**src/rtl/corescore_uart_pkg.sv**
```systemverilog
// corescore_uart_pkg: shared UART receive types, divider helper and EOM default.
package corescore_uart_pkg;

    typedef enum logic [2:0] {IDLE, START, DATA, PARITY, STOP, BREAK} rx_state_t;

    localparam logic [7:0] EOM_DEFAULT = 8'h0A;
    localparam int MIN_DIV = 8;

    function automatic int calc_div(input int clk_freq, input int baud);
        return clk_freq / baud;
    endfunction

    function automatic bit div_ok(input int div);
        return div >= MIN_DIV;
    endfunction

endpackage

```
**src/rtl/axis_fifo2.sv**
```systemverilog
// axis_fifo2: 2-entry valid/ready buffer; a push while full with no pop is dropped.
module axis_fifo2 #(
    parameter int W = 9
) (
    input  logic         clk,
    input  logic         rst_n,
    input  logic         push,
    input  logic [W-1:0] din,
    output logic [W-1:0] dout,
    output logic         valid,
    input  logic         ready,
    output logic         full,
    output logic         drop
);
    logic [1:0]   count;
    logic [W-1:0] head, tail;
    logic         pop, wr;

    assign valid = count != 2'd0;
    assign full  = count == 2'd2;
    assign pop   = valid && ready;
    assign wr    = push && (!full || pop);
    assign drop  = push && full && !pop;
    assign dout  = head;

    always_ff @(posedge clk or negedge rst_n) begin
        if (!rst_n) begin
            count <= 2'd0;
            head  <= '0;
            tail  <= '0;
        end else begin
            if (wr && !pop)
                count <= count + 2'd1;
            else if (pop && !wr)
                count <= count - 2'd1;
            // head takes the tail on a pop from full, otherwise the new byte when it becomes the head
            if (pop && full)
                head <= tail;
            else if (wr && (count == 2'd0 || pop))
                head <= din;
            if (wr && (full || (count == 2'd1 && !pop)))
                tail <= din;
        end
    end

endmodule

```
**src/rtl/uart_axis_rx.sv**
```systemverilog
// uart_axis_rx: 8N1 UART receiver feeding a 2-entry AXI-Stream byte buffer.
// Define UART_RX_PARITY_EN to expect an even-parity bit after bit 7 (8E1).
module uart_axis_rx
    import corescore_uart_pkg::*;
#(
    parameter int         CLK_FREQ = 16000000,
    parameter int         BAUD     = 57600,
    parameter logic [7:0] EOM_BYTE = EOM_DEFAULT
) (
    input  logic       i_clk,
    input  logic       i_rst_n,
    input  logic       i_uart_rx,
    output logic [7:0] o_tdata,
    output logic       o_tlast,
    output logic       o_tvalid,
    input  logic       i_tready,
    output logic       o_frame_err,
    output logic       o_overrun
);
    localparam int DIV = calc_div(CLK_FREQ, BAUD);
    localparam int CW  = $clog2(DIV);
    localparam logic [CW-1:0] FULL = CW'(DIV - 1);
    localparam logic [CW-1:0] HALF = CW'(DIV / 2 - 1);
`ifdef UART_RX_PARITY_EN
    localparam rx_state_t AFTER_DATA = PARITY;
`else
    localparam rx_state_t AFTER_DATA = STOP;
`endif

    if (!div_ok(DIV)) begin : g_div_check
        $error("uart_axis_rx: CLK_FREQ/BAUD must be at least 8");
    end

    logic [1:0]    sync;
    logic          rx_s, tick, push, buf_full;
    rx_state_t     state, state_n;
    logic [CW-1:0] cnt, cnt_n;
    logic [2:0]    idx, idx_n;
    logic [7:0]    sh, sh_n;
    logic          par_err, par_err_n;

    assign rx_s = sync[1];
    assign tick = cnt == '0;

    always_ff @(posedge i_clk or negedge i_rst_n) begin
        if (!i_rst_n) begin
            sync    <= 2'b11;
            state   <= IDLE;
            cnt     <= '0;
            idx     <= 3'd0;
            sh      <= 8'd0;
            par_err <= 1'b0;
        end else begin
            sync    <= {sync[0], i_uart_rx};
            state   <= state_n;
            cnt     <= cnt_n;
            idx     <= idx_n;
            sh      <= sh_n;
            par_err <= par_err_n;
        end
    end

    always_comb begin
        state_n     = state;
        cnt_n       = tick ? cnt : cnt - 1'b1;
        idx_n       = idx;
        sh_n        = sh;
        par_err_n   = par_err;
        push        = 1'b0;
        o_frame_err = 1'b0;
        case (state)
            IDLE: if (!rx_s) begin
                cnt_n   = HALF;
                state_n = START;
            end
            START: if (tick) begin
                if (rx_s)
                    state_n = IDLE;
                else begin
                    cnt_n     = FULL;
                    idx_n     = 3'd0;
                    par_err_n = 1'b0;
                    state_n   = DATA;
                end
            end
            DATA: if (tick) begin
                sh_n    = {rx_s, sh[7:1]};
                idx_n   = idx + 1'b1;
                cnt_n   = FULL;
                state_n = (idx == 3'd7) ? AFTER_DATA : DATA;
            end
            PARITY: if (tick) begin
                par_err_n = ^{rx_s, sh};
                cnt_n     = FULL;
                state_n   = STOP;
            end
            // a parity error with a good stop bit is reported here, without entering BREAK
            STOP: if (tick) begin
                push        = rx_s && !par_err;
                o_frame_err = !rx_s || par_err;
                state_n     = rx_s ? IDLE : BREAK;
            end
            BREAK: if (rx_s) state_n = IDLE;
            default: state_n = IDLE;
        endcase
    end

    axis_fifo2 #(.W(9)) u_buf (
        .clk   (i_clk),
        .rst_n (i_rst_n),
        .push  (push),
        .din   ({sh == EOM_BYTE, sh}),
        .dout  ({o_tlast, o_tdata}),
        .valid (o_tvalid),
        .ready (i_tready),
        .full  (buf_full),
        .drop  (o_overrun)
    );

endmodule

```
**config.mk**
```make
export PLATFORM = sky130hd
export DESIGN_NAME = uart_axis_rx
export DESIGN_NICKNAME = d
export VERILOG_FILES = /design/src/rtl/corescore_uart_pkg.sv /design/src/rtl/axis_fifo2.sv /design/src/rtl/uart_axis_rx.sv
export SDC_FILE = /design/constraint.sdc
export NUM_CORES = 1
export LEC_CHECK = 0
export BUFFER_PORTS_ARGS = -buffer_cell sky130_fd_sc_hd__buf_2
export CAP_MARGIN = 10
export CORE_ASPECT_RATIO = 0.75
export CORE_MARGIN = 2
export CORE_UTILIZATION = 60
export CTS_BUF_LIST = sky130_fd_sc_hd__clkbuf_2 sky130_fd_sc_hd__clkbuf_4 sky130_fd_sc_hd__clkbuf_8
export DETAILED_ROUTE_END_ITERATION = 16
export GPL_TIMING_DRIVEN = 0
export PLACE_DENSITY = 0.86
export SETUP_SLACK_MARGIN = 0.5
export SLEW_MARGIN = 20
export SYNTH_ARGS = -nofsm -noshare
export SYNTH_HDL_FRONTEND = slang
export SYNTH_SLANG_ARGS = --single-unit
```
**constraint.sdc**
```tcl
create_clock -name i_clk -period 2.7 [get_ports i_clk]
set_input_delay 0.27 -clock i_clk [delete_from_list [all_inputs] [get_ports i_clk]]
set_output_delay 0.27 -clock i_clk [all_outputs]
set_load 0.02 [all_outputs]
```
* After elaboration in Yosys (flattened, before gate mapping)
Index checks and enable logic that the tools add are counted.
Word-level totals: bits in registers 46, word-level logic and storage cells 95
Operators by class: add/sub/neg operators 4, equality and inequality tests 16, mux-type cells 32, reduce and logical (&&, ||, !) cells 34
Operators with widths (count):
- 2-to-1 mux 9 bit | 7
- 2-to-1 mux 3 bit | 11
- one-hot mux 9 bit (3 select lines) | 1
- one-hot mux 3 bit (6 select lines) | 1
- inequality test 2 bit, second input constant | 7
- logical AND 1 bit | 11
- nonzero test 2 bit | 5
- equality test 3 bit, second input constant | 3
- zero test 9 bit | 1
- XOR reduction 9 bit | 1
- subtractor 9 x 1 -> 9 bit, second input constant | 1
- equality test 8 x 4 -> 1 bit, second input constant | 1
- AND reduction 4 bit | 2
- 2-to-1 mux 1 bit | 7
- equality test 3 x 2 -> 1 bit, second input constant | 2
- 2-to-1 mux 2 bit | 3
- one-hot mux 3 bit (2 select lines) | 1
- AND reduction 6 bit | 1
- zero test 1 bit | 5
- logical OR 1 bit | 4
- adder 3 x 1 -> 3 bit, second input constant | 1
- equality test 3 x 1 -> 1 bit, second input constant | 1
- zero test 3 bit | 1
- adder 2 x 1 -> 2 bit, second input constant | 1
- other kinds (7) | 7

* Longest topological paths before layout
depth in word-level cells 9, gate-level depth with buffers 12, depth with buffers taken out 10

* Cells and area by module
Synthesis repeated with hierarchy kept, for this count alone.
Unflattened totals: cell total of the unflattened synthesis 265, area, all modules 2727.6 um^2
By module, submodules not included:
- uart_axis_rx | times used 1, cells an instance 139, area an instance 1463.9 um^2
- axis_fifo2 | times used 1, cells an instance 126, area an instance 1263.7 um^2

* Least setup slack after synthesis
No wires, ideal clock.
path type register to register, start reg cnt[0], end reg u_buf.count[1], arrival time 2399 ps, path slack 174 ps, stages on the path, launching flop included 11, cell sequence dfrtp_1 > inv_1 > ha_1 > or4b_1 > buf_2 > or4_1 > clkbuf_1 > a21oi_1 > ha_1 > nand2_1 > o21ai_0
Between the ends: cells in the longest elaborated chain, start to end 7, elaborated cells between the ends (all ways) 9
RTL lines:
- start: declaration | RTL line uart_axis_rx.sv:37 | logic [CW-1:0] cnt, cnt_n;
- start signal: assignment | RTL line uart_axis_rx.sv:56 | cnt <= cnt_n;
- zero test 9 bit (*) | RTL line uart_axis_rx.sv:43 | assign tick = cnt == '0;
- 2-to-1 mux 1 bit (*) | RTL line uart_axis_rx.sv:98 | STOP: if (tick) begin
- 2-to-1 mux 1 bit (*) | RTL line uart_axis_rx.sv:71 | case (state)
- logical AND 1 bit (*) | RTL line axis_fifo2.sv:22 | assign wr = push && (!full || pop);
- zero test 1 bit | RTL line axis_fifo2.sv:34 | else if (pop && !wr)
- logical AND 1 bit | RTL line axis_fifo2.sv:34
- nonzero test 2 bit (no source line)
- end signal: assignment | RTL line axis_fifo2.sv:33 | count <= count + 2'd1;
- end signal: assignment | RTL line axis_fifo2.sv:35 | count <= count - 2'd1;
- end: declaration | RTL line axis_fifo2.sv:15 | logic [1:0] count;
Every way passes the cells marked *; elsewhere a longest branch is shown, timed or not. A chain may end at the register's enable or synchronous reset.

* Final worst setup path
start reg cnt[1], end out o_overrun
Between the ends: cells in the longest elaborated chain, start to end 5
RTL lines:
- zero test 9 bit | RTL line uart_axis_rx.sv:43
- 2-to-1 mux 1 bit | RTL line uart_axis_rx.sv:98
- 2-to-1 mux 1 bit | RTL line uart_axis_rx.sv:71
- logical AND 1 bit (2 in a row) | RTL line axis_fifo2.sv:23 | assign drop = push && full && !pop;
- end: declaration | RTL line uart_axis_rx.sv:18 | output logic o_overrun
No other way between the ends.

==> flow_metrics.tcl <==
set metrics [dict create \
    vias 2421 \
    busiest_layer "met2" \
    avgViaCountPerCell 6.88 \
    finalClockSkew_ps 4.53 \
    clkTransAtPathRegs_ps 90 \
    design.die.area_mm2 0.00481 \
    initial_utilization_pct 62.8 \
    clkLatencyLatePin_ps 310 \
    synthMuxAreaShare_pct 9.73 \
    worstPathCellList "inv_2 > ha_4 > or4b_4 > buf_8 > nor4_4 > buf_4 > and3_2 > buf_6" \
    antenna_left 0 \
    crit_type "reg -> out" \
    worst_path_max_delay_cell "or4b_4" \
    ir_drop_v 0.000575 \
    synth-seq-cells 46 \
    setup_violations 0 \
    worstMarginPinSlew_ps 1140 \
    antenna_found_initial 0 \
    multiInputGateArea_mm2 0.00160 \
    ys_seq_area_share_pct 45.1 \
    use_met2_pct 47.1 \
    max_cap_viol_count 0 \
    synth_top_family_by_area "simple AND/OR/NAND/NOR gates" \
    grt.met3_usage_pct 6.10 \
    powerDensity_mw_per_mm2 604 \
    wl_per_cell_um 23.9 \
    coreArea_mm2 0.00408 \
    finalHoldWorstSlack_ps -37.8 \
    cpPeakStageDelay_ps 480 \
    place_congestion 0.836 \
    syn_nets 265 \
    finish.instance_area_mm2 0.00345 \
    p_leak_nw 1.49 \
    port_buffers 15 \
    synth_cells 248 \
    synthAdderAreaFrac_pct 6.35 \
    finalCriticalPeriod_ps 2530 \
    area_growth_pct 34.9 \
    grt_pass1_vias 2143 \
    cts-root-buf "clkbuf_8" \
    critPathArrivalTime_ps 2260 \
    relSlewSlack_pct 24.0 \
    fillCellCount 178 \
    synth_top_area_share_pct 43.0 \
    gr-total-overflow 0 \
    path_max_fanout 6 \
    clk_path_buf_depth 2 \
    rrSetupSlack_ps 180 \
    cpLargestDelayFamily "simple AND/OR/NAND/NOR gates" \
    layoutNonFillerInstCount 352 \
    cts.sinks 46 \
    synth_edf_count 0 \
    synth-xor-area-share_pct 3.08 \
    synthTopCellsByCount "dfrtp_1, o21ai_0, inv_1, nand3_1" \
    synth-async-reset-ratio_pct 100 \
    core.rowCount 20 \
    detail_route.first_pass.iterations 6 \
    die_w_um 79.4 \
    timing.fmax_ghz 0.395 \
    synth_area_leaders "dfrtp_1, ha_1, mux2_2, o21ai_0, mux2i_1" \
    violations "hold timing" \
    status "finished with violations" \
    drc_errors 0 \
    syn_area_mm2 0.00256 \
    grt_start_max_net_pins 47 \
    min_path_type "in -> async" \
    cp_data_required_time_ps 2430 \
    start_kind "flip-flop" \
    drt_iter0_drc 382 \
    io_pins 16 \
    gr-usage-met1_pct 41.0 \
    synth_most_common_cell "dfrtp_1" \
    path_buf_inv 4 \
    wl_um 8410 \
    gr-usage-all-layers_pct 29.9 \
    fin_nets 313 \
    drive_gt1_share_pct 40.4 \
    postLayoutCoreUtil_pct 84.7 \
    finalCritPeriodShare_pct 93.7 \
    cts_buffers 5 \
    place.detailed.hpwl_um 3850 \
    rsz0062_at_grt "true" \
    regArea_mm2 0.00115 \
    diodes 0 \
    grt_first_pass_wirelength_um 10900 \
    die_y_um 60.6 \
    dpl.cell_count 318 \
    synthSimpleGateAreaFrac_pct 16.9 \
    ys.flop_type "dfrtp_1" \
    ys_types 45 \
    synth-compound-area-share_pct 14.5 \
    hold_violations 44 \
    critPathCaptureType "output pin" \
    yosys_warnings 0 \
    placed_cell_area_mm2 0.00277 \
    cts_max_level 2 \
    cts_tree "built" \
    syn_avg_cell_area_um2 10.3 \
    synth_area_leader_cell "dfrtp_1" \
    drv_slew 0 \
]
[routing by layer]
layer,vias up,routed length [µm]
met5,-,0
met4,0,359
li1,1009,-
met2,194,3920
met3,59,702
met1,1159,3420
[cells by family after synthesis]
family | after synthesis
multiplexers | 23
adder cells (fa/ha/maj) | 13
AO/OA/AOI/OAI | 59
flip-flops | 46
buffers and inverters | 29
AND/OR/NAND/NOR | 69
XOR/XNOR | 9
[layout by cell type (no fill, tap or decap), types with 3 or more instances in the layout]
master    netlist  layout
o21ai_0        20       6
nand2_1         7       7
nand3_1        15      13
buf_2           3      12
mux2_4          0      13
a31oi_1        10      10
o21ai_2         0       7
nand2b_1        3       3
clkbuf_1        9       5
ha_4            0       4
mux2i_1         8       6
a211oi_1        7       6
buf_6           0      10
inv_1          15      13
o21ai_1         0       5
buf_8           0       3
ha_1           13       9
and3_1          8       7
clkbuf_8        0       5
dfrtp_1        44      43
xnor2_1         6       6
or3_1           3       3
a21oi_1         7       4
nor4_4          2       5
nor2_1         10      10
buf_4           0      18
[registers in the layout, indices dropped and copies added (netlist names)]
| register | cells |
|---|---|
| idx | 3 |
| cnt | 9 |
| sync | 2 |
| sh | 8 |
| u_buf.count | 2 |
| u_buf.dout | 9 |
| par_err | 1 |
| u_buf.tail | 9 |
| state | 3 |
[area by class of cell]
type,count,share of cell area (%)
clock buffer,5,1.99
inverter,16,1.88
sequential,46,33.4
tap,55,1.99
timing repair buffer,41,10.1
multi-input combinational,173,46.4
buffer,13,3.08
clock inverter,3,1.16
[path summary, 6_finish.rpt]
check                      startpoint             end  cells past startpoint
max                            cnt[1]       o_overrun                      8
min                           i_rst_n          cnt[6]                      1
max reg2reg                    cnt[1]  u_buf.count[1]                     10
min reg2reg                   sync[0]         sync[1]                      0
max in group asynchronous     i_rst_n          cnt[4]                      1
min in group i_clk          i_uart_rx         sync[0]                      1
[report_power, final]
group	internal (mW)	switching [mW]	total [mW]
Combinational	0.243	0.460	0.703
Clock	0.273	0.246	0.519
Sequential	0.779	0.0863	0.866
[what timing repair did]
| action | 4_1_cts | 5_1_grt |
|---|---|---|
| hold buffers | 0 | 0 |
| buffers inserted | 21 | 4 |
| setup endpoints to repair | 34 | 43 |
| resized for setup | 42 | 47 |
| pin swaps | 11 | 22 |
| gates cloned | 0 | 1 |
[metrics by stage]
step	hold slack, ps	setup TNS (ps)	total power, mW	worst slack [ps]
floorplan	-25.6	0	1.25	272
global placement	348	0	1.41	33.7
detailed placement	349	-30.9	1.43	-14.5
CTS	56.9	0	1.97	241
global route	6.67	0	2.17	93.5
finish	-37.8	0	2.09	171
(Power assumes the default switching activity.)
